[config.mk]
export PLATFORM = sky130hd
export DESIGN_NAME = cache_memory_arbiter
export DESIGN_NICKNAME = d
export VERILOG_FILES = /design/src/rtl/cache_memory_arbiter.sv
export SDC_FILE = /design/constraint.sdc
export NUM_CORES = 1
export LEC_CHECK = 0
export BUFFER_PORTS_ARGS = -buffer_cell sky130_fd_sc_hd__buf_2
export CORE_AREA = 5 5 100 102
export CTS_BUF_LIST = sky130_fd_sc_hd__clkbuf_4 sky130_fd_sc_hd__clkbuf_8 sky130_fd_sc_hd__clkbuf_16
export CTS_CLUSTER_DIAMETER = 200
export CTS_CLUSTER_SIZE = 20
export DETAILED_ROUTE_END_ITERATION = 8
export DIE_AREA = 0 0 105 107
export GPL_TIMING_DRIVEN = 0
export MAX_ROUTING_LAYER = met4
export PLACE_DENSITY = 0.58
export RECOVER_POWER = 25
export SLEW_MARGIN = 20
export SYNTH_ARGS = -nofsm -noshare
export SYNTH_HDL_FRONTEND = slang
export SYNTH_SLANG_ARGS = --single-unit
[constraint.sdc]
create_clock -name clk -period 3.7 [get_ports clk]
set_input_delay 0.555 -clock clk [delete_from_list [all_inputs] [get_ports clk]]
set_output_delay 0.555 -clock clk [all_outputs]
set_load 0.03 [all_outputs]
[src/rtl/cache_memory_arbiter.sv]
// I/D-cache to main-memory word-bus arbiter: burst-locked grant, 1-cycle registered arbitration, then zero-latency pass-through.
// Backpressure: bus_ready low stretches the grant, the losing cache waits in place; ARBITER_ROUND_ROBIN_EN selects round-robin ties.
module cache_memory_arbiter #(
  parameter int BURST_WORDS = 4,
  parameter int COUNT_BITS  = 3
) (
  input  logic        clk,
  input  logic        rst_n,
  input  logic [31:0] instruction_memory_address,
  input  logic        instruction_memory_request,
  output logic [31:0] instruction_memory_read_data,
  output logic        instruction_memory_ready,
  input  logic [31:0] data_memory_address,
  input  logic        data_memory_request,
  input  logic        data_memory_write_enable,
  input  logic [31:0] data_memory_write_data,
  output logic [31:0] data_memory_read_data,
  output logic        data_memory_ready,
  output logic [31:0] bus_address,
  output logic        bus_request,
  output logic        bus_write_enable,
  output logic [31:0] bus_write_data,
  input  logic [31:0] bus_read_data,
  input  logic        bus_ready
);

  typedef enum logic [1:0] {IDLE, GRANT_I, GRANT_D} state_t;

  localparam logic [COUNT_BITS-1:0] LAST_COUNT = COUNT_BITS'(BURST_WORDS);

  state_t                state, state_next;
  logic [COUNT_BITS-1:0] count, count_next;
  logic [COUNT_BITS-1:0] count_inc;
  logic                  d_wins_tie;

  assign count_inc = count + COUNT_BITS'(1);

`ifdef ARBITER_ROUND_ROBIN_EN
  // Reset to 1 so the I-cache wins the first tie after reset.
  logic last_grant_d;

  always_ff @(posedge clk or negedge rst_n) begin
    if (!rst_n) begin
      last_grant_d <= 1'b1;
    end else if (state == IDLE && state_next != IDLE) begin
      last_grant_d <= (state_next == GRANT_D);
    end
  end

  assign d_wins_tie = !last_grant_d;
`else
  assign d_wins_tie = 1'b1;
`endif

  always_ff @(posedge clk or negedge rst_n) begin
    if (!rst_n) begin
      state <= IDLE;
      count <= '0;
    end else begin
      state <= state_next;
      count <= count_next;
    end
  end

  always_comb begin
    state_next                   = state;
    count_next                   = count;
    bus_address                  = '0;
    bus_request                  = 1'b0;
    bus_write_enable             = 1'b0;
    bus_write_data               = '0;
    instruction_memory_ready     = 1'b0;
    instruction_memory_read_data = '0;
    data_memory_ready            = 1'b0;
    data_memory_read_data        = '0;

    case (state)
      IDLE: begin
        // Counter is cleared here so every grant starts from zero.
        count_next = '0;
        if (instruction_memory_request && data_memory_request) begin
          state_next = d_wins_tie ? GRANT_D : GRANT_I;
        end else if (instruction_memory_request) begin
          state_next = GRANT_I;
        end else if (data_memory_request) begin
          state_next = GRANT_D;
        end
      end

      GRANT_I: begin
        bus_address                  = instruction_memory_address;
        bus_request                  = instruction_memory_request;
        instruction_memory_ready     = bus_ready && instruction_memory_request;
        instruction_memory_read_data = bus_read_data;
        if (!instruction_memory_request) begin
          state_next = IDLE;
          count_next = '0;
        end else if (bus_ready) begin
          count_next = count_inc;
          if (count_inc == LAST_COUNT) state_next = IDLE;
        end
      end

      GRANT_D: begin
        bus_address           = data_memory_address;
        bus_request           = data_memory_request;
        bus_write_enable      = data_memory_write_enable;
        bus_write_data        = data_memory_write_data;
        data_memory_ready     = bus_ready && data_memory_request;
        data_memory_read_data = bus_read_data;
        if (!data_memory_request) begin
          state_next = IDLE;
          count_next = '0;
        end else if (bus_ready) begin
          count_next = count_inc;
          if (count_inc == LAST_COUNT) state_next = IDLE;
        end
      end

      default: begin
        state_next = IDLE;
        count_next = '0;
      end
    endcase
  end

endmodule

# After elaboration in Yosys (flattened, before gate mapping)

Index checks and enable logic that the tools add are counted.

Bits of input ports: 134
Register bits after elaboration: 5

Eq/ne operators: 4
Add/sub/neg operators: 1
Muxes and demuxes: 20
Reductions and logical operators: 4

Operators by type and width:

| kind                | number |
|---|---|
| $mux 32             | 3 |
| $pmux 32 s2         | 1 |
| $mux 2              | 7 |
| $mux 3              | 3 |
| $pmux 2 s3          | 1 |
| $pmux 3 s2          | 1 |
| $ne 4x4->1 const B  | 1 |
| $add 3x1->3 const B | 1 |
| $eq 3x3->1 const B  | 1 |
| $logic_and 1x1->1   | 3 |
| $mux 1              | 3 |
| $eq 2x1->1 const B  | 1 |
| $eq 2x2->1 const B  | 1 |
| $logic_not 2->1     | 1 |
| $pmux 1 s2          | 1 |

# Longest topological paths before layout

Gate-level depths: netlist (run 1).

Depth in word-level cells: 6
Gate-level depth with buffers: 6
Gate-level depth less buffers: 5

# Worst setup path after synthesis (run 1)

Ideal clock, no wire load.

Kind: register to output
From: register state[0]
To: output port bus_address[0]
Cell stages (with the launch flop): 5
Data arrival time: 1.527 ns
Data required time: 3.145 ns
Buffers on the path: 1
Setup slack: 1.618 ns
Path through: dfrtp_1 > inv_1 > ha_1 > clkbuf_1 > nor2b_1

Longest elaborated chain between the ends: 2
Elaborated cells on any way between the ends: 3

RTL lines:

| element                                  | RTL line | RTL |
|---|---|---|
| start: declaration                       | 31       | `state_t state, state_next;` |
| start signal: assignment                 | 60       | `state <= state_next;` |
| $eq 2x2->1 or $eq 2x1->1 (tied branches) | 77       | `case (state)` |
| $pmux 32 s2 *                            | 77       |  |
| end: declaration                         | 19       | `output logic [31:0] bus_address,` |

Mark *: on every way between the ends. The rest lies on a longest branch, timed or not.

# Worst setup path after layout (run 1)

From: register state[0]
To: output port bus_write_data[13]

Longest elaborated chain between the ends: 2

RTL lines:

| element          | RTL line | RTL |
|---|---|---|
| $eq 2x2->1       | 77       |  |
| $mux 32          | 77       |  |
| end: declaration | 22       | `output logic [31:0] bus_write_data,` |

No other way between the ends.

==> results, run 1 <==
- The flow ran to the end, and the final reports show no timing, DRC or antenna violations.
- The register clock-pin slew on the reported worst setup and hold paths is 0.03 ns.
- In this run the post-CTS setup repair buffer count came out at 0.
- The number of cell rows is 35.
- The post-synthesis compound-gate area fraction is 20.3%.
- The sum of net half-perimeters after detailed placement is 7770 um.
- Relative to the synthesized area, the layout overhead comes to 95.6%.
- The cell accounting for the most synthesized area is sky130_fd_sc_hd__and2_1.
- After synthesis the cells add up to 1520 um2.
- The hold violation total from the final report came to 0.
- At the end of the flow, the number of nets in the layout was 626.
- The reported max-cap violation count is 0.
- By area the synthesized netlist is led by sky130_fd_sc_hd__and2_1 (40%), sky130_fd_sc_hd__a22oi_1 (16%), sky130_fd_sc_hd__nor2b_1 (13%), sky130_fd_sc_hd__dfrtp_1 (8.2%), sky130_fd_sc_hd__ha_1 (4.9%).
- The number of buffers and inverters on the critical path is 5.
- The synthesized netlist net count is 357.
- The number of remaining DRC errors is 0.
- The wire length of the first global-routing pass is 12900 um.
- The portion of synthesized cell area occupied by the leading cell type is 39.8%.
- Traced cell by cell, the critical path runs through inv_1 > ha_1 > clkbuf_1 > clkbuf_1 > buf_2 > and2_1 > buf_2.
- Summing all placed instances gives a cell area of 2980 um2.
- The final sum of negative setup slack is 0 ns.
- The largest single stage delay on the critical path is 0.42 ns.
- In the final layout, the multi-input gates occupy 1240 um2.
- At the worst endpoint, the arrival time is 2.29 ns.
- The detailed router's first-iteration violation count is 100.
- The worst register-to-register path has a setup slack of 1.90 ns.
- The post-cts resize count is 0.
- The cell at the root of the clock tree is sky130_fd_sc_hd__clkbuf_8.
- The worst path required time is 3.14 ns.
- The filler cells instantiated in the layout total 1007.
- The vertical die dimension is 107 um.
- The leakage power figure is 0.00177 uW.
- The critical register-to-register path endpoint is count[2].
- For the worst-skew pair, the clock arrives at the later sink with an insertion delay of 0.22 ns.
- The number of setup violations in the final report is 0.
- The simple logic cell fraction of the synthesized area is 56.2%.
- The number of clock buffers added by TritonCTS is 3.
- After routing the design area is 2980 um2.
- Power spread over the standard cell area amounts to 738 nW/um2.
- The predominant post-synthesis flop cell is sky130_fd_sc_hd__dfrtp_1.
- The portion of the post-synthesis area used by sequential elements is 8.21%.
- The antenna violation net count after detailed routing is 0.
- The effective utilization at floorplan is 16.9%.
- The number of antenna violations at the first check in global routing was 3.
- The fraction of the cycle the final worst path needs is 76.8%.
- Headroom to the max-slew limit came out at 66.7%.
- The largest net degree at the start of global routing is 11.
- The via count of the first global-routing pass is 2575.
- Between clock sinks in the finished design, the worst skew comes to 0.000593 ns.
- The congestion estimate from routability-driven global placement came to 0.849.
- The die outline area is 11200 um2.
- The post-synthesis adder-cell area fraction is 4.93%.
- The wire length after detailed routing is 8590 um.
- The area of the core region is 9020 um2.
- The time the final worst path needs with I/O delays and setup is 2.84 ns.
- The via count is 2532.
- The tightest min-delay check is of the in -> async type.
- The proportion of synthesized flip-flops having asynchronous set or reset is 100%.
- The share of final-layout standard cells stronger than drive strength 1 is 53.0%.
- Clock tree synthesis found a total of 5 sinks.
- The number of synthesized register bits is 5.
- The total overflow left after global routing is 0.
- Each instance of the synthesized netlist takes up on average 7.02 um2.
- TritonCTS built the clock tree.
- Across the whole layout, storage elements account for 125 um2.
- The number of levels the H-tree was split into is 1.
- The number of cells produced by synthesis is 217.
- 266 I/O pins were placed.
- Port buffering added 264 buffers.
- The mux contribution to synthesized area is 0.657%.
- The worst slack on hold paths is 0.177 ns.
- In the global route stage, overall resource usage came out at 14.1%.
- In this run the horizontal extent of the chip is 105 um.
- Counting flops with a built-in enable in the synthesized netlist gives 0.
- Setup repair after global routing left no endpoint under its margin.
- No sink is reached through more buffers than the 2 on the longest clock path.
- The maximum resistive drop on vdd is 0.000363 V.
- In this run the worst path has a maximum fanout of 10.
- The first-pass iteration count of the detailed router is 4.
- The detail-routed net length per standard cell is 14.3 um.
- The cell at the slowest stage of the critical path is sky130_fd_sc_hd__dfrtp_1.
- The number of hold buffers added after cts is 0.
- Synthesis instantiated 23 different standard cells from the library.
- The gate family responsible for the most delay along the worst path is buffers and inverters.
- The maximum clock frequency is 352 MHz.
- The class of the most critical setup path is reg -> out.
- After detailed routing, the number of vias per cell comes to 4.23.
- The type of destination of the critical path is a primary output.
- The main combinational cell family by area after synthesis is simple AND/OR/NAND/NOR gates.
- The worst register-to-register path has a depth of 6.
- STA classifies the critical path startpoint as a flop.
- The final max-slew violation count is 0.
- The source of the worst register-to-register timing path is state[0].
- The synthesized netlist devotes 0.575% of its cell area to XOR and XNOR gates.
- At the pin with the least slew margin, the transition time is 0.500 ns.
- For this run, the number of Yosys warnings is 0.
## where the power goes
group          total [uW]  switching [uW]  internal, uW
combinational        2010            1360           657
sequential           81.8            14.4          67.4
clock                 106            25.3          81.1
## how the worst max path moves through the flow
stage	start	end	slack, ns	cells after the start
finish	state[0]	bus_write_data[13]	0.86	7
CTS	state[0]	bus_address[12]	1.21	5
floorplan	state[0]	bus_address[0]	1.62	4
global route	state[0]	bus_write_data[21]	0.60	7
global placement	state[0]	bus_address[18]	1.48	5
detailed placement	state[0]	bus_address[12]	1.45	5
## cells by family (layout without fill, tap and decap cells)
kind of cell               count (synthesis)  count (layout)
and+or+nand+nor                          138             138
AOI/OAI and AO/OA                         39              39
buffers and inverters                     27             295
adders and majority gates                  6               6
DFF                                        5               5
xor gates and xnor gates                   1               1
muxes                                      1               1
other                                      0               3
## per-layer routing
layer	GRT usage, %	share of wire (%)	vias to the layer above
met2	24.5	50	138
met4	1.10	0.21	0
li1	-	-	1253
met3	4.21	9.7	2
met5	-	0	-
met1	16.8	40	1139
## cell usage after synthesis (2+ instances only)
cell                       instances
sky130_fd_sc_hd__and2_1           97
sky130_fd_sc_hd__a22oi_1          32
sky130_fd_sc_hd__nor2b_1          32
sky130_fd_sc_hd__buf_2             9
sky130_fd_sc_hd__clkbuf_1          7
sky130_fd_sc_hd__ha_1              6
sky130_fd_sc_hd__dfrtp_1           5
sky130_fd_sc_hd__inv_1             5
sky130_fd_sc_hd__nor2_1            4
sky130_fd_sc_hd__buf_4             3
sky130_fd_sc_hd__a211oi_2          2
sky130_fd_sc_hd__and3_1            2
sky130_fd_sc_hd__buf_6             2
sky130_fd_sc_hd__nand2_1           2
## final cells by class
cell class | instances | share of cell area (%)
clock buffer | 4 | 1.64
multi-input combinational | 185 | 41.6
timing repair buffer | 264 | 43.3
antenna | 3 | 0.252
tap | 111 | 4.66
inverter | 5 | 0.630
buffer | 22 | 3.65
sequential | 5 | 4.20
## placed cells by master (no fill, tap or decap)
cell type                  synthesis  routed
sky130_fd_sc_hd__inv_1             5       5
sky130_fd_sc_hd__a21o_1            1       1
sky130_fd_sc_hd__clkbuf_8          0       3
sky130_fd_sc_hd__ha_1              6       6
sky130_fd_sc_hd__mux2i_1           1       1
sky130_fd_sc_hd__and2_1           97      97
sky130_fd_sc_hd__a21oi_1           1       1
sky130_fd_sc_hd__xnor2_1           1       1
sky130_fd_sc_hd__diode_2           0       3
sky130_fd_sc_hd__dfrtp_1           5       5
sky130_fd_sc_hd__buf_2             9     249
sky130_fd_sc_hd__a211oi_1          0       1
sky130_fd_sc_hd__a32o_1            1       1
sky130_fd_sc_hd__clkbuf_1          7      34
sky130_fd_sc_hd__a22oi_1          32      33
sky130_fd_sc_hd__clkbuf_4          0       1
sky130_fd_sc_hd__buf_4             3       2
sky130_fd_sc_hd__buf_6             2       1
sky130_fd_sc_hd__nand2_1           2       2
sky130_fd_sc_hd__nor2b_1          32      32
sky130_fd_sc_hd__nand2b_1          0       1
sky130_fd_sc_hd__nor2_1            4       4
sky130_fd_sc_hd__a211oi_2          2       1
sky130_fd_sc_hd__and3_1            2       2
sky130_fd_sc_hd__o32ai_1           1       1
## flip-flops by register name, summed over array words and instances, names as in the netlist
register / flops
count: 3
state: 2
## stage by stage
step	total power [uW]	setup slack (ns)	cells	utilization (%)
2_1_floorplan	1570	1.62	217	-
3_3_place_gp	2150	1.48	592	33.1
3_5_place_dp	2170	1.45	592	33.1
4_1_cts	2280	1.21	596	33.6
5_1_grt	2380	0.604	599	33.0
6_report	2200	0.860	599	33.0
(Power assumes the default switching activity.)
==> inputs of run 2 (changes only) <==
--- a/config.mk
+++ b/config.mk
@@ -14,7 +14,7 @@
 export DIE_AREA = 0 0 105 107
 export GPL_TIMING_DRIVEN = 0
 export MAX_ROUTING_LAYER = met4
-export PLACE_DENSITY = 0.58
+export PLACE_DENSITY = 0.6
 export RECOVER_POWER = 25
 export SLEW_MARGIN = 20
 export SYNTH_ARGS = -nofsm -noshare
==> constraint.sdc (replaced) <==
create_clock -name clk -period 2.41 [get_ports clk]
set_input_delay 0.3615 -clock clk [delete_from_list [all_inputs] [get_ports clk]]
set_output_delay 0.3615 -clock clk [all_outputs]
set_load 0.03 [all_outputs]
==> run 2 against run 1 <==
Compared with the run above: non-clock buffer count grew 1; global-route usage shrank 1.1 points; register-to-register slack lost 0.98 ns; cell area grew 0.63%; final cell count is the same; clock-buffer cell count is the same; setup slack lost 0.66 ns; critical path depth shrank 2; power grew 55%; clock power grew 56%; utilization grew 0.21 points; clock skew grew 0.00067 ns; critical endpoint is now bus_address[15]; highest routed layer is now met3.
==> results, run 2 (synthesis results as in run 1) <==
- Top flop regs: count x3, state x2 (unchanged).
- The vertical die dimension is 107 um (unchanged).
- The maximum clock path buffer count came to 2 (unchanged).
- The worst min-delay path class is in -> reg (was in -> async).
- The die outline area was 11200 um2 (unchanged).
- The share of final-layout standard cells stronger than drive strength 1 is 53.9% (was 53.0%).
- The maximum resistive drop on vdd is 0.000469 V (was 0.000363 V).
- The die outline width is 105 um (unchanged).
- The final sum of negative setup slack is 0 ns (unchanged).
- Run status: completed (unchanged).
- The number of primary I/O pins is 266 (unchanged).
- The clock buffer count from CTS came to 3 (unchanged).
- The wire length of the first global-routing pass is 12200 um (was 12900 um).
- The cell at the root of the clock tree was sky130_fd_sc_hd__clkbuf_8 (unchanged).
- The sum of net half-perimeters after detailed placement is 7210 um (was 7770 um).
- The total global-route track usage was 13.0% (was 14.1%).
- Highest-count cells in the layout ignoring fill and taps: sky130_fd_sc_hd__buf_2 (248), sky130_fd_sc_hd__and2_1 (97), sky130_fd_sc_hd__a22oi_1 (33) (was sky130_fd_sc_hd__buf_2 (249), sky130_fd_sc_hd__and2_1 (97), sky130_fd_sc_hd__clkbuf_1 (34)).
- The number of nets in the layout came to 627 (was 626).
- The register containing the most flip-flops in the final layout is count (unchanged).
- The fraction of the cycle the final worst path needs is 91.7%.
- The post-place setup slack is 0.271 ns (was 1.45 ns).
- The leakage power figure was 0.00180 uW (was 0.00177 uW).
- The final core utilization was 33.2% (was 33.0%).
- The largest net degree at the start of global routing came to 11 (unchanged).
- The critical path launch point type is a flop (unchanged).
- The signal arrival time at the worst endpoint was 1.85 ns (was 2.29 ns).
- The via count came to 2515 (was 2532).
- The worst slew slack as a fraction of its limit was 71.1% (was 66.7%).
- The number of levels the H-tree was split into came to 1 (unchanged).
- The clock network latency to the later pin of the worst-skew pair was 0.22 ns (about the same).
- The maximum clock frequency is 452 MHz.
- The fill cell instance count of the final layout was 975 (was 1007).
- The clock tree from TritonCTS is yes (unchanged).
- The register clock-pin slew on the reported worst setup and hold paths is 0.04 ns (was 0.03 ns).
- The detailed router's first-iteration violation count is 100 (unchanged).
- The maximum net fanout on the critical path came to 10 (unchanged).
- The area of the core region is 9020 um2 (unchanged).
- The most common library cell in the layout ignoring fill and taps is sky130_fd_sc_hd__buf_2 (unchanged).
- The final weighted congestion of routability-driven global placement is 0.805 (was 0.849).
- The final max-slew violation count is 0 (unchanged).
- The placed cell count is 592 (unchanged).
- The count of input and output buffers came to 264 (unchanged).
- The type of destination of the critical path is a primary output (unchanged).
- The final clock skew was 0.00126 ns (was 0.000593 ns).
- The number of clock sinks was 5 (unchanged).
- The wire length after detailed routing came to 8100 um (was 8590 um).
- The number of remaining DRC errors is 0 (unchanged).
- Setup repair after global routing missed its margin: false (unchanged).
- The first-pass iteration count of the detailed router is 4 (unchanged).
- The effective utilization at floorplan is 16.9% (unchanged).
- The hold violation total from the final report is 0 (unchanged).
- The class of the most critical setup path is reg -> out (unchanged).
- The antenna violation net count after detailed routing is 0 (unchanged).
- The power density of the placed cells was 1140 nW/um2 (was 738 nW/um2).
- The transition at the pin with the smallest max-transition slack came to 0.435 ns (was 0.500 ns).
- The number of setup violations in the final report is 0 (unchanged).
- The flip-flop count of the largest register after layout is 3 (unchanged).
- The time the final worst path needs with I/O delays and setup is 2.21 ns.
- The detail-routed net length per standard cell is 13.5 um (was 14.3 um).
- The relative area change from synthesis to final layout is 96.8% (was 95.6%).
- The final worst-path setup slack is 0.200 ns (was 0.860 ns).
- The count of placed standard cells in the final layout, fillers left out is 599 (unchanged).
- The total congestion overflow after global routing was 0 (unchanged).
- The number of antenna violations at the first check in global routing is 2 (was 3).
- The worst path required time is 2.05 ns (was 3.14 ns).
- The via count of the first global-routing pass is 2459 (was 2575).
- The reported max-cap violation count came to 0 (unchanged).
- The vias per cell was 4.20 (was 4.23).
- The number of cell rows is 35 (unchanged).
- The worst slack on hold paths is 0.443 ns (was 0.177 ns).
[run 2: area by class of cell]
type	instances	area, um2	area share, %
diodes	2	5.00	0.167
plain buffers	22	123	4.09
clock buffers	4	48.8	1.63
inverters	5	18.8	0.626
multi-input cells	185	1240	41.2
flip-flops and latches	5	125	4.17
well taps	111	139	4.63
repair buffers	265	1300	43.5
[run 2: worst max-delay path, stage by stage, from the launching register on]
cell	delay, ns
sky130_fd_sc_hd__dfrtp_1	0.41
sky130_fd_sc_hd__inv_1	0.09
sky130_fd_sc_hd__ha_1	0.43
sky130_fd_sc_hd__clkbuf_1	0.30
sky130_fd_sc_hd__nor2b_1	0.19
sky130_fd_sc_hd__buf_2	0.21
[run 2: path summary, 6_finish.rpt]
kind	from	end	slack, ns	depth (start not counted)
setup / recovery	state[1]	bus_address[15]	0.20	5
hold / removal	bus_ready	count[2]	0.44	2
setup reg to reg	state[0]	state[0]	0.92	6
hold reg to reg	count[1]	count[1]	0.54	2
max in group asynchronous	rst_n	count[2]	1.63	2
min in group asynchronous	rst_n	state[0]	0.55	2
[run 2: routing by layer]
metal	share of wire, %	global-route usage, %	vias up
met1	38	14.9	1130
met3	9.2	2.95	0
met2	53	24.2	129
met5	0	-	-
li1	-	-	1256
met4	0	0.548	0
[run 2: power breakdown]
part	leakage [uW]	switching, uW	internal [uW]
combinational	0.00170	2080	1040
clock	0.0000262	40.7	125
sequential	0.0000674	22.9	103
[run 2: what timing repair did]
action                                  CTS  global route
endpoints found under the setup margin    0             9
endpoints found under the hold margin     5             0
setup buffers                             0             0
gates resized for setup                   0             4
hold buffers                              1             0
[run 2: stage by stage]
step	area (um2)	total power [uW]
global placement	2980	3300
CTS	3040	3510
finish	3000	3410
global route	3000	3680
floorplan	1520	2410
detailed placement	2980	3340
